<file path="src/rtl/elevator_request_queue.sv">
// Button front end for the elevator controller: synchronize, debounce and edge-detect the
// hall and car buttons, then hold each press in a pending-request mask until serviced.
module elevator_request_queue #(
  parameter int floor      = 6,
  parameter int SAMPLE_DIV = 50000,
  parameter int STABLE     = 3
) (
  input  logic             clock,
  input  logic             reset,
  input  logic [floor-1:0] btnUp,
  input  logic [floor-1:0] btnDown,
  input  logic [floor-1:0] btnInside,
  input  logic [floor-1:0] clearFloor,
  input  logic             clearUp,
  input  logic             clearDown,
  input  logic             clearInside,
  output logic [floor-1:0] queueUp,
  output logic [floor-1:0] queueDown,
  output logic [floor-1:0] queueinside,
  output logic             newRequest,
  output logic             anyPending
);

  localparam int NB = 3 * floor;
  localparam int CW = (SAMPLE_DIV > 1) ? $clog2(SAMPLE_DIV) : 1;
  localparam logic [CW-1:0] TICK_LAST = CW'(SAMPLE_DIV - 1);
  // Top floor has no up button, bottom floor has no down button.
  localparam logic [floor-1:0] UP_OK = {1'b0, {(floor-1){1'b1}}};
  localparam logic [floor-1:0] DN_OK = {{(floor-1){1'b1}}, 1'b0};

  logic [NB-1:0] w_raw;
  logic [NB-1:0] r_sync1;
  logic [NB-1:0] r_sync2;

  assign w_raw = {btnInside, btnDown, btnUp};

  always_ff @(posedge clock or posedge reset) begin
    if (reset) begin
      r_sync1 <= '0;
      r_sync2 <= '0;
    end else begin
      r_sync1 <= w_raw;
      r_sync2 <= r_sync1;
    end
  end

  logic [CW-1:0] r_cnt;
  logic          w_tick;

  assign w_tick = (r_cnt == TICK_LAST);

  always_ff @(posedge clock or posedge reset) begin
    if (reset) begin
      r_cnt <= '0;
    end else if (w_tick) begin
      r_cnt <= '0;
    end else begin
      r_cnt <= r_cnt + CW'(1);
    end
  end

  logic [NB-1:0] w_deb;

  genvar gi;
  generate
    for (gi = 0; gi < NB; gi++) begin : g_deb
      // Only STABLE-1 past samples are stored; the live sample completes the window.
      logic [STABLE-2:0] r_hist;
      logic              r_level;
      logic [STABLE-1:0] w_window;

      assign w_window = {r_hist, r_sync2[gi]};

      always_ff @(posedge clock or posedge reset) begin
        if (reset) begin
          r_hist  <= '0;
          r_level <= 1'b0;
        end else if (w_tick) begin
          r_hist <= w_window[STABLE-2:0];
          if (&w_window) begin
            r_level <= 1'b1;
          end else if (~|w_window) begin
            r_level <= 1'b0;
          end
        end
      end

      assign w_deb[gi] = r_level;
    end
  endgenerate

  logic [NB-1:0]    r_deb_d;
  logic [NB-1:0]    w_press;
  logic [floor-1:0] w_press_up;
  logic [floor-1:0] w_press_dn;
  logic [floor-1:0] w_press_in;
  logic [floor-1:0] w_clr_up;
  logic [floor-1:0] w_clr_dn;
  logic [floor-1:0] w_clr_in;
  logic [floor-1:0] w_up_next;
  logic [floor-1:0] w_dn_next;
  logic [floor-1:0] w_in_next;
  logic [floor-1:0] r_q_up;
  logic [floor-1:0] r_q_dn;
  logic [floor-1:0] r_q_in;
  logic             w_rose;
  logic             r_new;

  assign w_press    = w_deb & ~r_deb_d;
  assign w_press_up = w_press[floor-1:0] & UP_OK;
  assign w_press_dn = w_press[2*floor-1:floor] & DN_OK;
  assign w_press_in = w_press[3*floor-1:2*floor];

  assign w_clr_up = {floor{clearUp}} & clearFloor;
  assign w_clr_dn = {floor{clearDown}} & clearFloor;
  assign w_clr_in = {floor{clearInside}} & clearFloor;

  // Clear dominates a coincident press: the car is already standing at that floor.
  assign w_up_next = (r_q_up | w_press_up) & ~w_clr_up;
  assign w_dn_next = (r_q_dn | w_press_dn) & ~w_clr_dn;
  assign w_in_next = (r_q_in | w_press_in) & ~w_clr_in;

  assign w_rose = |((w_up_next & ~r_q_up) | (w_dn_next & ~r_q_dn) | (w_in_next & ~r_q_in));

  always_ff @(posedge clock or posedge reset) begin
    if (reset) begin
      r_deb_d <= '0;
      r_q_up  <= '0;
      r_q_dn  <= '0;
      r_q_in  <= '0;
      r_new   <= 1'b0;
    end else begin
      r_deb_d <= w_deb;
      r_q_up  <= w_up_next;
      r_q_dn  <= w_dn_next;
      r_q_in  <= w_in_next;
      r_new   <= w_rose;
    end
  end

  assign queueUp     = r_q_up;
  assign queueDown   = r_q_dn;
  assign queueinside = r_q_in;
  assign newRequest  = r_new;
  assign anyPending  = |{r_q_up, r_q_dn, r_q_in};

endmodule

</file>
<file path="config.mk">
export PLATFORM = sky130hd
export DESIGN_NAME = elevator_request_queue
export DESIGN_NICKNAME = d
export VERILOG_FILES = /design/src/rtl/elevator_request_queue.sv
export SDC_FILE = /design/constraint.sdc
export NUM_CORES = 1
export LEC_CHECK = 0
export ABC_AREA = 1
export BUFFER_PORTS_ARGS = -buffer_cell sky130_fd_sc_hd__buf_2
export CAP_MARGIN = 20
export CORE_MARGIN = 2
export CORE_UTILIZATION = 50
export CTS_BUF_LIST = sky130_fd_sc_hd__clkbuf_4 sky130_fd_sc_hd__clkbuf_8
export DETAILED_ROUTE_END_ITERATION = 16
export GPL_TIMING_DRIVEN = 1
export PLACE_DENSITY_LB_ADDON = 0.2
export SETUP_SLACK_MARGIN = 0.5
export SYNTH_ARGS = -nofsm -noshare
export SYNTH_HDL_FRONTEND = slang
export SYNTH_SLANG_ARGS = --single-unit
</file>
<file path="constraint.sdc">
create_clock -name clock -period 5 [get_ports clock]
set_input_delay 0 -clock clock [delete_from_list [all_inputs] [get_ports clock]]
set_output_delay 0 -clock clock [all_outputs]
set_load 0.01 [all_outputs]
</file>
* After elaboration in Yosys (flattened, before gate mapping)
Cells that the tools add are included.
** Cells by class
- Add/sub/neg operators :: 1
- Multipliers :: 0
- Divide/modulo/power cells :: 0
- Order comparisons :: 0
- Equal/unequal tests :: 19
- Shifts and indexed selects :: 0
- Multiplexer cells :: 37
- Bitwise operators :: 22
- Reductions and logical operators :: 56
** Operators with widths (count)
- $and A6 B6 Y6 :: 9
- $reduce_and A3 Y1 :: 18
- $reduce_or A3 Y1 :: 18
- $mux W1 :: 36
- $ne A2 B2 Y1 const B :: 18
- $not A6 Y6 :: 6
- $reduce_and A2 Y1 :: 18
- $or A6 B6 Y6 :: 4
- $and A18 B18 Y18 :: 1
- $not A18 Y18 :: 1
- $reduce_or A18 Y1 :: 1
- $add A16 B1 Y16 const B :: 1
- $eq A16 B16 Y1 const B :: 1
- $mux W16 :: 1
- $or A6 B5 Y6 :: 1
- $reduce_or A6 Y1 :: 1
** Word-level totals
- Flip-flop bits (word level) :: 143
- Bits in latches :: 0
- Memory bits (writable) :: 0
- Memory bits (read-only) :: 0
- Input bits :: 29
- Output and inout bits :: 20
- Logic and storage cells :: 179
- Memories kept :: 0

* Logic depth before layout (Yosys ltp)
Gate-level depths: netlist (run 1).
- Depth after elaboration :: 8
- Mapped depth :: 9

* Worst setup path after synthesis (run 1)
OpenSTA, ideal clock, no wires.
- Path kind :: register -> register
- Start :: register r_cnt[0]
- End :: register g_deb[1].r_hist[1]
- Library setup time :: 118 ps
- Arrival :: 1276 ps
- Setup slack :: 3606 ps
- Stages on the path, launching flop included :: 10
- Clock period less this slack :: 1394 ps
- Cell sequence :: dfrtp_1 -> ha_1 -> nand2_2 -> nor2_4 -> nand3_2 -> clkinv_2 -> nand2_4 -> buf_6 -> nand2_1 -> o21ai_2
** On the way
- Cells in the longest elaborated chain, start to end :: 1
** Ends and longest elaborated chain
- start: declaration :: RTL line 47 : logic [CW-1:0] r_cnt;
- start signal: assignment :: RTL line 58 : r_cnt <= r_cnt + CW'(1);
- $eq A16 B16 Y1 :: RTL line 50 : assign w_tick = (r_cnt == TICK_LAST);
- end signal: assignment :: RTL line 79 : r_hist <= w_window[STABLE-2:0];
- end: declaration :: RTL line 68 : logic [STABLE-2:0] r_hist;
Every way passes these cells.
A chain may end at the register's enable or synchronous reset.

* Worst setup path after layout (run 1)
- Start :: register r_cnt[0]
- End :: register g_deb[13].r_hist[1]
** On the way
- Cells in the longest elaborated chain, start to end :: 1
** Ends and longest elaborated chain (RTL line)
- $eq A16 B16 Y1 :: 50
- end signal: assignment :: 79
- end: declaration :: 68
Every way passes these cells.

==> results of run 1 <==
-- worst max path at each step --
stage / start / end / slack (ps) / depth (start not counted)
CTS: r_cnt[0]$_DFF_PP0_ / g_deb[10].r_hist[1]$_DFFE_PP0P_ / 2710 / 8
global route: r_cnt[0]$_DFF_PP0_ / g_deb[4].r_hist[1]$_DFFE_PP0P_ / 2510 / 8
global placement: r_cnt[0]$_DFF_PP0_ / g_deb[3].r_hist[1]$_DFFE_PP0P_ / 2810 / 8
floorplan: reset / g_deb[0].r_hist[0]$_DFFE_PP0P_ / 1500 / 1
finish: r_cnt[0]$_DFF_PP0_ / g_deb[13].r_hist[1]$_DFFE_PP0P_ / 2770 / 8
detailed placement: r_cnt[0]$_DFF_PP0_ / g_deb[10].r_hist[1]$_DFFE_PP0P_ / 2740 / 8
-- routing by layer --
metal | routed length [µm] | up-vias | share of wire [%]
met4 | 91 | 0 | 0.84
met3 | 492 | 6 | 4.5
met5 | 0 | - | 0
met1 | 5060 | 2003 | 47
li1 | - | 2102 | -
met2 | 5220 | 89 | 48
-- cell families (layout without fill, tap and decap cells) --
kind of cell | after synthesis | count (layout) | share of synthesized area [%]
xor+xnor | 7 | 7 | 1.10
fa+ha+maj | 1 | 1 | 0.224
flops | 131 | 131 | 58.7
simple gates | 255 | 255 | 20.1
buf+inv | 112 | 208 | 8.58
compound gates | 98 | 98 | 11.3
-- layout make-up --
class | instances | area [µm²] | area share [%]
sequential | 131 | 3280 | 49.7
multi-input combinational | 361 | 1830 | 27.8
clock buffer | 22 | 290 | 4.40
tap | 140 | 175 | 2.66
inverter | 99 | 375 | 5.69
timing repair buffer | 77 | 538 | 8.16
clock inverter | 10 | 106 | 1.61
-- worst max-delay path: cells and delay by family (launching register included) --
kind	cells	cell delay, ps
AND/OR/NAND/NOR	5	1100
flip-flops	1	400
adder cells (fa/ha/maj)	1	240
AO/OA/AOI/OAI	1	90
buffers and inverters	1	280
-- synthesized netlist by cell type (all sizes together) --
| master | instances |
|---|---|
| nand3 | 52 |
| a21oi | 55 |
| a21boi | 2 |
| nor2 | 55 |
| nand3b | 1 |
| clkbuf | 3 |
| o21a | 5 |
| o21ai | 35 |
| buf | 10 |
| o21bai | 1 |
| nor4 | 3 |
| ha | 1 |
| inv | 98 |
| nand2 | 111 |
| clkinv | 1 |
| dfrtp | 131 |
| nand4 | 14 |
| nor3 | 19 |
| xor2 | 7 |
-- timing repair --
action                                 4_1_cts  5_1_grt
endpoints found under the hold margin      100        0
setup endpoints to repair                    0        0
setup buffers                                0        0
hold buffers                                30        0
-- through the flow --
step	area (µm²)	total power, mW
floorplan	5590	1.13
global placement	5900	1.15
detailed placement	5900	1.16
CTS	6600	2.05
global route	6600	2.11
finish	6600	2.03
-- flip-flops by register name, summed over array words and instances (netlist names), 16 cells and up --
| register | flops |
|---|---|
| r_sync1 | 16 |
| r_cnt | 16 |
| r_deb_d | 16 |
| r_sync2 | 16 |
| g_deb.r_level | 16 |
| g_deb.r_hist | 32 |
-- power by group --
group | total (mW) | internal, mW | switching [mW] | leakage, nW
logic | 0.0719 | 0.0271 | 0.0448 | 1.27
registers | 1.08 | 1.07 | 0.00555 | 1.74
clock network | 0.875 | 0.489 | 0.386 | 0.209
total | 2.03 | 1.59 | 0.437 | 3.22
==> flow_metrics.py, run 1 <==
metrics = {
    "clock_tree": {
        "cts_root_buffer": "sky130_fd_sc_hd__clkbuf_8",
        "post_cts_resized": 0,
        "number_of_buffers_inserted_during_clock_tree_synthesis": 17,
        "clkLatencyLatePin_ps": 430,
        "ctsLongestPathBuffers": 2,
        "tritoncts_clock_tree": "built",
        "cts.htree.levels": 4,
        "clock_sinks": 131,
        "path_clk_slew_ps": 70,
    },
    "grt": {
        "grt_overflow_total": 0,
        "m3_gr_usage_pct": 6.40,
        "globalRoute.busiestLayer": "met2",
        "largest_net_degree_at_the_start_of_global_routing": 68,
        "first_pass_grt_wire_length_mm": 18.7,
        "antenna_found_initial": 0,
        "grt_use_met1_pct": 27.1,
        "grt.total_usage_pct": 20.7,
        "met2_usage_grt_pct": 32.6,
        "number_of_global_route_vias_before_repair": 4108,
    },
    "routing": {
        "drc": 0,
        "drt_wl_total_mm": 10.9,
        "wl_per_cell_um": 12.9,
        "via_count": 4200,
        "detailedRoute.firstPassIterationCount": 5,
        "antenna_violating_nets_post_route": 0,
        "avgViaCountPerCell": 5.00,
        "drt_iter0_drc": 225,
    },
    "synthesis": {
        "synth-seq-area-share_pct": 58.7,
        "synthDominantAreaCellType": "sky130_fd_sc_hd__dfrtp_1",
        "post-synth-top-area-fraction_pct": 58.7,
        "postSynthRegisterBits": 131,
        "syn-num-nets": 634,
        "cell_count_after_synthesis": 604,
        "synth.area.top_cells": "sky130_fd_sc_hd__dfrtp_1, sky130_fd_sc_hd__nand2_1, sky130_fd_sc_hd__inv_1",
        "yosysWarningCount": 0,
        "ys_types": 27,
        "summed_instance_area_of_the_synthesized_netlist_um2": 5590,
        "post_synth.cell_area_avg_um2": 9.25,
    },
    "floorplanning": {
        "core_area_um2": 10900,
        "design.portCount": 49,
        "initial_core_util_pct": 51.3,
        "floorplan.die.width_um": 110,
        "die_area_um2": 12000,
        "floorplan.die.height_um": 110,
        "num_rows": 38,
    },
    "power": {
        "power.static_leakage_nw": 3.22,
        "worst_case_vdd_ir_drop_v": 0.000188,
        "power_density_nw_per_um2": 307,
    },
    "finish": {
        "mostFrequentLayoutCells": "sky130_fd_sc_hd__dfrtp_1, sky130_fd_sc_hd__nand2_1, sky130_fd_sc_hd__inv_1",
        "final-instance-count-excl-fill": 840,
        "nets": 717,
        "area_growth_syn_to_layout_pct": 18.1,
        "diodes": 0,
        "utilization_pct": 60.6,
        "mostFrequentLayoutCell": "sky130_fd_sc_hd__dfrtp_1",
        "fillerInstances": 936,
        "drive_gt1_share_pct": 17.4,
    },
    "timing": {
        "final_hold_viol_count": 0,
        "skew_ps": 9.65,
        "fmaxAchievable_ghz": 0.447,
        "slew_headroom_pct": 33.7,
        "layout_worst_path_cycle_share_pct": 44.7,
        "setup_tns_ps": 0,
        "hold-worst-slack_ps": 201,
        "layout_setup_ws_ps": 2770,
        "period_minus_slack_ps": 2230,
        "timing_worst_slew_pin_value_ps": 993,
        "setup_repair_after_global_routing_missed_its_margin": "no",
        "finalMaxSlewViolations": 0,
        "setup-violations-final": 0,
    },
    "critical_path": {
        "ff2ff_path_depth": 8,
        "worst-setup-path-type": "register to register",
        "r2r-end": "g_deb[13].r_hist[1]$_DFFE_PP0P_",
        "setup.worst_path.end_class": "register",
        "critical_path_arrival_ps": 2580,
        "timing.rr.start": "r_cnt[0]$_DFF_PP0_",
        "slowest_stage": "sky130_fd_sc_hd__nand2_4",
        "path_cells": "ha_1 > nand2_2 > nor2_4 > nand3_2 > clkinv_2 > nand2_4 > nand2_1 > o21ai_2",
        "worst_path_largest_cell_delay_ps": 710,
        "critPathLaunchType": "register",
        "timing.critical_path.required_ps": 5350,
        "ff2ff_setup_slack_ps": 2770,
        "critical_path_peak_fanout": 64,
    },
    "hold_path": {
        "min_to": "r_sync1[2]$_DFF_PP0_",
        "holdCritPathClass": "input pin to register",
        "hp-start": "btnUp[2]",
        "worst_hold_path.num_cells": 2,
    },
    "flow_run": {
        "drv_cap": 0,
    },
    "place": {
        "post-place-ws_ps": 2740,
        "numPortBuffers": 46,
        "hpwlAfterDp_mm": 7.17,
        "placed_cells_incl_taps": 778,
        "routabilityCongestion": 0.835,
    },
    "outcome": {
        "status": "completed",
    },
}
No activity file was read; power rests on OpenSTA's default activity.
==> inputs of run 2 (changes only) <==
clock period = 2.09 ns   (was 5 ns; I/O delays follow)
==> run 2 against run 1 <==
  * Count of clock-buffer cells in the layout grew 1
  * Clock skew grew 1.2 ps
  * Critical endpoint is now g_deb[4].r_hist[0]$_DFFE_PP0P_
  * Setup slack worse by 2200 ps
  * Highest routed layer unchanged
  * Non-clock buffer count grew 18
  * Final cell count rose by 2.3%
  * Via count grew 3.9%
  * Critical path depth shrank 1
==> flow_metrics.py, run 2 (synthesis gave the netlist of run 1 again) <==
metrics = {
    "place": {
        "routabilityCongestion": 0.862,
        "numPortBuffers": 46,
        "post-place-ws_ps": 419,
        "hpwlAfterDp_mm": 7.66,
    },
    "outcome": {
        "status": "completed",
    },
    "finish": {
        "max_flop_register": "g_deb.r_hist",
        "diodes": 0,
        "largest_register_ff_count": 32,
        "fillerInstances": 857,
        "nets": 736,
        "mostFrequentLayoutCells": "sky130_fd_sc_hd__dfrtp_1, sky130_fd_sc_hd__nand2_1, sky130_fd_sc_hd__inv_1",
        "drive_gt1_share_pct": 20.4,
        "area_growth_syn_to_layout_pct": 23.7,
        "mostFrequentLayoutCell": "sky130_fd_sc_hd__dfrtp_1",
    },
    "routing": {
        "wl_per_cell_um": 13.7,
        "avgViaCountPerCell": 5.08,
        "drt_wl_total_mm": 11.8,
        "via_count": 4363,
        "detailedRoute.firstPassIterationCount": 4,
        "antenna_violating_nets_post_route": 0,
        "drt_iter0_drc": 267,
        "drc": 0,
    },
    "clock_tree": {
        "clkLatencyLatePin_ps": 430,
        "clock_sinks": 131,
        "cts_root_buffer": "sky130_fd_sc_hd__clkbuf_8",
        "ctsLongestPathBuffers": 2,
        "number_of_buffers_inserted_during_clock_tree_synthesis": 17,
        "path_clk_slew_ps": 70,
        "tritoncts_clock_tree": "built",
        "cts.htree.levels": 4,
    },
    "critical_path": {
        "ff2ff_setup_slack_ps": 560,
        "critPathLaunchType": "register",
        "critical_path_arrival_ps": 1850,
        "setup.worst_path.end_class": "register",
        "worst-setup-path-type": "register to register",
        "timing.critical_path.required_ps": 2410,
        "ff2ff_path_depth": 7,
        "r2r-end": "g_deb[4].r_hist[0]$_DFFE_PP0P_",
        "timing.rr.start": "r_cnt[13]$_DFF_PP0_",
        "critical_path_peak_fanout": 26,
    },
    "timing": {
        "slew_headroom_pct": 59.1,
        "setup-violations-final": 0,
        "period_minus_slack_ps": 1530,
        "setup_repair_after_global_routing_missed_its_margin": "no",
        "skew_ps": 10.8,
        "layout_worst_path_cycle_share_pct": 73.1,
        "setup_tns_ps": 0,
        "layout_setup_ws_ps": 562,
        "fmaxAchievable_ghz": 0.654,
        "final_hold_viol_count": 0,
        "finalMaxSlewViolations": 0,
        "timing_worst_slew_pin_value_ps": 612,
    },
    "grt": {
        "number_of_global_route_vias_before_repair": 4293,
        "grt_use_met1_pct": 27.8,
        "largest_net_degree_at_the_start_of_global_routing": 46,
        "met2_usage_grt_pct": 33.8,
        "grt_overflow_total": 0,
        "globalRoute.busiestLayer": "met2",
        "grt.total_usage_pct": 21.2,
        "antenna_found_initial": 0,
        "first_pass_grt_wire_length_mm": 19.5,
        "m3_gr_usage_pct": 5.99,
    },
    "power": {
        "worst_case_vdd_ir_drop_v": 0.000533,
        "power.static_leakage_nw": 3.35,
        "power_density_nw_per_um2": 725,
    },
    "floorplanning": {
        "initial_core_util_pct": 51.3,
        "design.portCount": 49,
        "core_area_um2": 10900,
        "die_area_um2": 12000,
        "floorplan.die.height_um": 110,
        "floorplan.die.width_um": 110,
        "num_rows": 38,
    },
    "flow_run": {
        "drv_cap": 0,
    },
    "hold_path": {
        "holdCritPathClass": "input pin to asynchronous set/reset pin",
    },
}
-- run 2: changes by cell type in the layout (fill, tap and decap cells not counted), sizes merged --
cell,change
nor2,+1
bufinv,+1
clkinv,-4
inv,-1
clkbuf,+1
dlygate4sd3,+1
clkinvlp,+3
buf,+17
-- run 2: final cells by class --
class / count / area (µm²) / area share, %
clock buffer: 23 / 298 / 4.31
clock inverter: 9 / 128 / 1.85
inverter: 99 / 380 / 5.50
multi-input combinational: 362 / 1890 / 27.3
sequential: 131 / 3280 / 47.5
tap: 140 / 175 / 2.53
timing repair buffer: 95 / 764 / 11.1
-- run 2: repair_timing --
item | CTS | global route
endpoints found under the setup margin | 31 | 53
buffers inserted | 1 | 7
cloned | 1 | 2
hold endpoints to repair | 53 | 0
gates resized for setup | 6 | 13
hold buffers | 31 | 0
pin swaps | 0 | 2
-- run 2: worst max path at each step --
stage / start / endpoint / slack [ps] / depth (start not counted)
3_5_place_dp: r_cnt[0]$_DFF_PP0_ / g_deb[8].r_hist[0]$_DFFE_PP0P_ / 420 / 9
6_report: r_cnt[13]$_DFF_PP0_ / g_deb[4].r_hist[0]$_DFFE_PP0P_ / 560 / 7
4_1_cts: r_cnt[0]$_DFF_PP0_ / g_deb[12].r_level$_DFFE_PP0P_ / 510 / 8
3_3_place_gp: r_cnt[0]$_DFF_PP0_ / g_deb[3].r_hist[1]$_DFFE_PP0P_ / 490 / 9
5_1_grt: r_cnt[13]$_DFF_PP0_ / g_deb[10].r_hist[0]$_DFFE_PP0P_ / 470 / 7
2_1_floorplan: reset / g_deb[0].r_hist[0]$_DFFE_PP0P_ / 470 / 1
-- run 2: critical path, stage by stage, from the launching register on --
cell                      delay (ps)
sky130_fd_sc_hd__dfrtp_2         450
sky130_fd_sc_hd__nor2_1          140
sky130_fd_sc_hd__nand3_2         110
sky130_fd_sc_hd__nor2_4          250
sky130_fd_sc_hd__nand2_4         120
sky130_fd_sc_hd__buf_16          190
sky130_fd_sc_hd__nand2_1         100
sky130_fd_sc_hd__o21ai_2          60
-- run 2: metrics by stage --
| step | power, mW | instances | area, µm² | hold WS, ps | utilization (%) |
|---|---|---|---|---|---|
| finish | 5.01 | 859 | 6910 | 192 | 63.5 |
| global route | 5.20 | 859 | 6910 | 179 | 63.5 |
| CTS | 5.06 | 850 | 6790 | 183 | 62.4 |
| detailed placement | 2.78 | 785 | 6000 | 109 | 55.1 |
| global placement | 2.78 | 785 | 6000 | 107 | 55.1 |
| floorplan | 2.71 | 604 | 5590 | 31.4 | - |
-- run 2: where the power goes --
part	switching, mW	total, mW	leakage [nW]	internal [mW]
Sequential	0.0147	2.58	1.74	2.57
Combinational	0.111	0.186	1.40	0.0750
Clock	0.934	2.24	0.212	1.31
-- run 2: routing by layer --
metal  vias up  part of all wire (%)
met5         -                     0
met4         0                   1.4
met3        16                   4.1
met2        86                    48
met1      2112                    46
li1       2149                     -
==> inputs of run 3 (changes only) <==
clock period = 1.4 ns   (was 2.09 ns; I/O delays follow)
==> run 3 against run 2 <==
  * First-iteration DRC count decreased by 10%
  * Sequential share of layout area decreased by 6.3 points
  * Wire length grew 5.5%
  * The run now ends with negative setup slack left
  * Via count grew 2.2%
  * Combinational power up 48%
  * Power is 70% higher
  * Final area up 15%
  * Clock skew shrank 1.2 ps
  * Sequential cell count is the same
  * Sequential power up 49%
==> flow_metrics.py, run 3 (synthesis gave the netlist of run 1 again) <==
metrics = {
    "timing": {
        "setup-violations-final": 42,
        "final_hold_viol_count": 0,
        "setup_tns_ps": -1300,
        "finalMaxSlewViolations": 0,
        "setup_repair_after_global_routing_missed_its_margin": "yes",
        "timing_worst_slew_pin_value_ps": 552,
        "fmaxAchievable_ghz": 0.669,
        "skew_ps": 9.62,
        "period_minus_slack_ps": 1490,
        "layout_worst_path_cycle_share_pct": 107,
        "slew_headroom_pct": 63.2,
        "layout_setup_ws_ps": -95.0,
    },
    "floorplanning": {
        "core_area_um2": 10900,
        "initial_core_util_pct": 51.3,
        "num_rows": 38,
        "die_area_um2": 12000,
        "design.portCount": 49,
        "floorplan.die.width_um": 110,
        "floorplan.die.height_um": 110,
    },
    "critical_path": {
        "setup.worst_path.end_class": "output pin",
        "timing.critical_path.required_ps": 1400,
        "crit_family": "simple AND/OR/NAND/NOR gates",
        "critical_path_peak_fanout": 2,
        "slowest_stage": "sky130_fd_sc_hd__dfrtp_1",
        "worst-setup-path-type": "register to output pin",
        "critical_path_arrival_ps": 1490,
        "crit_cells": 3,
        "ff2ff_setup_slack_ps": -40,
        "critPathLaunchType": "register",
        "worst_path_largest_cell_delay_ps": 400,
        "ff2ff_path_depth": 9,
        "path_cells": "nor4_2 > nand4_1 > buf_2",
        "critical_path_buf_inv_count": 1,
    },
    "clock_tree": {
        "tritoncts_clock_tree": "built",
        "ctsLongestPathBuffers": 2,
        "path_clk_slew_ps": 70,
        "number_of_buffers_inserted_during_clock_tree_synthesis": 17,
        "clock_sinks": 131,
        "cts.htree.levels": 4,
        "clkLatencyLatePin_ps": 430,
        "cts_root_buffer": "sky130_fd_sc_hd__clkbuf_8",
    },
    "power": {
        "worst_case_vdd_ir_drop_v": 0.000712,
        "power.static_leakage_nw": 3.70,
        "power_density_nw_per_um2": 1070,
    },
    "grt": {
        "largest_net_degree_at_the_start_of_global_routing": 109,
        "antenna_found_initial": 0,
        "number_of_global_route_vias_before_repair": 4397,
        "first_pass_grt_wire_length_mm": 20.2,
        "grt.total_usage_pct": 21.7,
        "grt_overflow_total": 0,
    },
    "routing": {
        "detailedRoute.firstPassIterationCount": 5,
        "wl_per_cell_um": 13.9,
        "avgViaCountPerCell": 5.00,
        "via_count": 4458,
        "antenna_violating_nets_post_route": 0,
        "drt_iter0_drc": 240,
        "drc": 0,
        "drt_wl_total_mm": 12.4,
    },
    "finish": {
        "mostFrequentLayoutCell": "sky130_fd_sc_hd__dfrtp_1",
        "max_flop_register": "g_deb.r_hist",
        "nets": 769,
        "design_area_um2": 7960,
        "fillerInstances": 741,
        "diodes": 0,
        "largest_register_ff_count": 32,
        "area_growth_syn_to_layout_pct": 42.6,
        "mostFrequentLayoutCells": "sky130_fd_sc_hd__dfrtp_1, sky130_fd_sc_hd__inv_1, sky130_fd_sc_hd__nand2_1",
        "drive_gt1_share_pct": 38.0,
        "final-instance-count-excl-fill": 892,
    },
    "place": {
        "post-place-ws_ps": -21.4,
        "placed_cells_incl_taps": 805,
        "numPortBuffers": 46,
        "hpwlAfterDp_mm": 7.56,
        "placedInstanceArea_um2": 6400,
        "routabilityCongestion": 0.823,
    },
    "hold_path": {
        "holdCritPathClass": "input pin to register",
        "worst_hold_path.num_cells": 6,
    },
    "outcome": {
        "failed_checks": "negative setup slack",
        "status": "finished, violations left",
    },
    "flow_run": {
        "drv_cap": 0,
    },
}
[run 3: cell count changes in the layout (fill, tap and decap cells not counted), moves of 13 or more]
| cell | previous run | this run |
|---|---|---|
| sky130_fd_sc_hd__nand2_1 | 108 | 63 |
| sky130_fd_sc_hd__nand2_2 | 2 | 36 |
| sky130_fd_sc_hd__nand3_1 | 50 | 18 |
| sky130_fd_sc_hd__buf_6 | 3 | 33 |
| sky130_fd_sc_hd__nand3_2 | 1 | 30 |
| sky130_fd_sc_hd__nor2_1 | 52 | 38 |
| sky130_fd_sc_hd__buf_4 | 10 | 23 |
[run 3: path summary, 6_finish.rpt]
check / endpoint / startpoint
min in group asynchronous: r_sync1[11]$_DFF_PP0_ / reset
setup reg to reg: g_deb[1].r_hist[0]$_DFFE_PP0P_ / r_cnt[1]$_DFF_PP0_
hold / removal: newRequest$_DFF_PP0_ / clearInside
hold reg to reg: r_sync2[10]$_DFF_PP0_ / r_sync1[10]$_DFF_PP0_
setup / recovery: anyPending / queueDown[5]$_DFF_PP0_
max in group asynchronous: queueinside[3]$_DFF_PP0_ / reset
[run 3: worst reg2reg max path, delay by kind of cell (launching register included)]
kind,cells,cell delay [ps]
flops,1,400
fa+ha+maj,1,160
compound gates,1,50
buf+inv,2,280
simple gates,5,450
[run 3: final cells by class]
type,count,area (µm²),share of cell area [%]
multi-input cells,361,2350,29.5
clock inverters,13,300,3.77
well taps,140,175,2.20
flip-flops and latches,131,3280,41.2
clock buffers,19,262,3.28
repair buffers,129,1210,15.2
inverters,99,388,4.87
[run 3: per-stage QoR]
step | power, mW | util (%) | hold WS [ps]
final | 8.52 | 73.1 | 53.1
after global routing | 8.83 | 73.1 | 98.8
after global placement | 4.13 | 58.8 | 108
after CTS | 8.62 | 70.1 | 22.8
after detailed placement | 4.14 | 58.8 | 110
after floorplan | 4.05 | - | 31.4
[run 3: repair_timing]
| action | in CTS | in global routing |
|---|---|---|
| resized for setup | 63 | 55 |
| setup buffers | 14 | 14 |
| endpoints found under the setup margin | 85 | 87 |
| hold endpoints to repair | 166 | 0 |
| hold buffers | 26 | 0 |
| pin swaps | 13 | 21 |
| gates cloned | 1 | 0 |
[run 3: metal layers]
layer  share of wire, %  wire, µm  track usage, %
met5                  0         0               0
met4                1.1       143            6.96
met3                3.3       408            4.86
met2                 50      6270            35.0
met1                 45      5620            29.2
[run 3: report_power, final]
| group | leakage [nW] | internal, mW | total (mW) | switching [mW] |
|---|---|---|---|---|
| combinational | 1.69 | 0.104 | 0.276 | 0.172 |
| clock | 0.277 | 2.94 | 4.39 | 1.45 |
| sequential | 1.74 | 3.83 | 3.85 | 0.0211 |
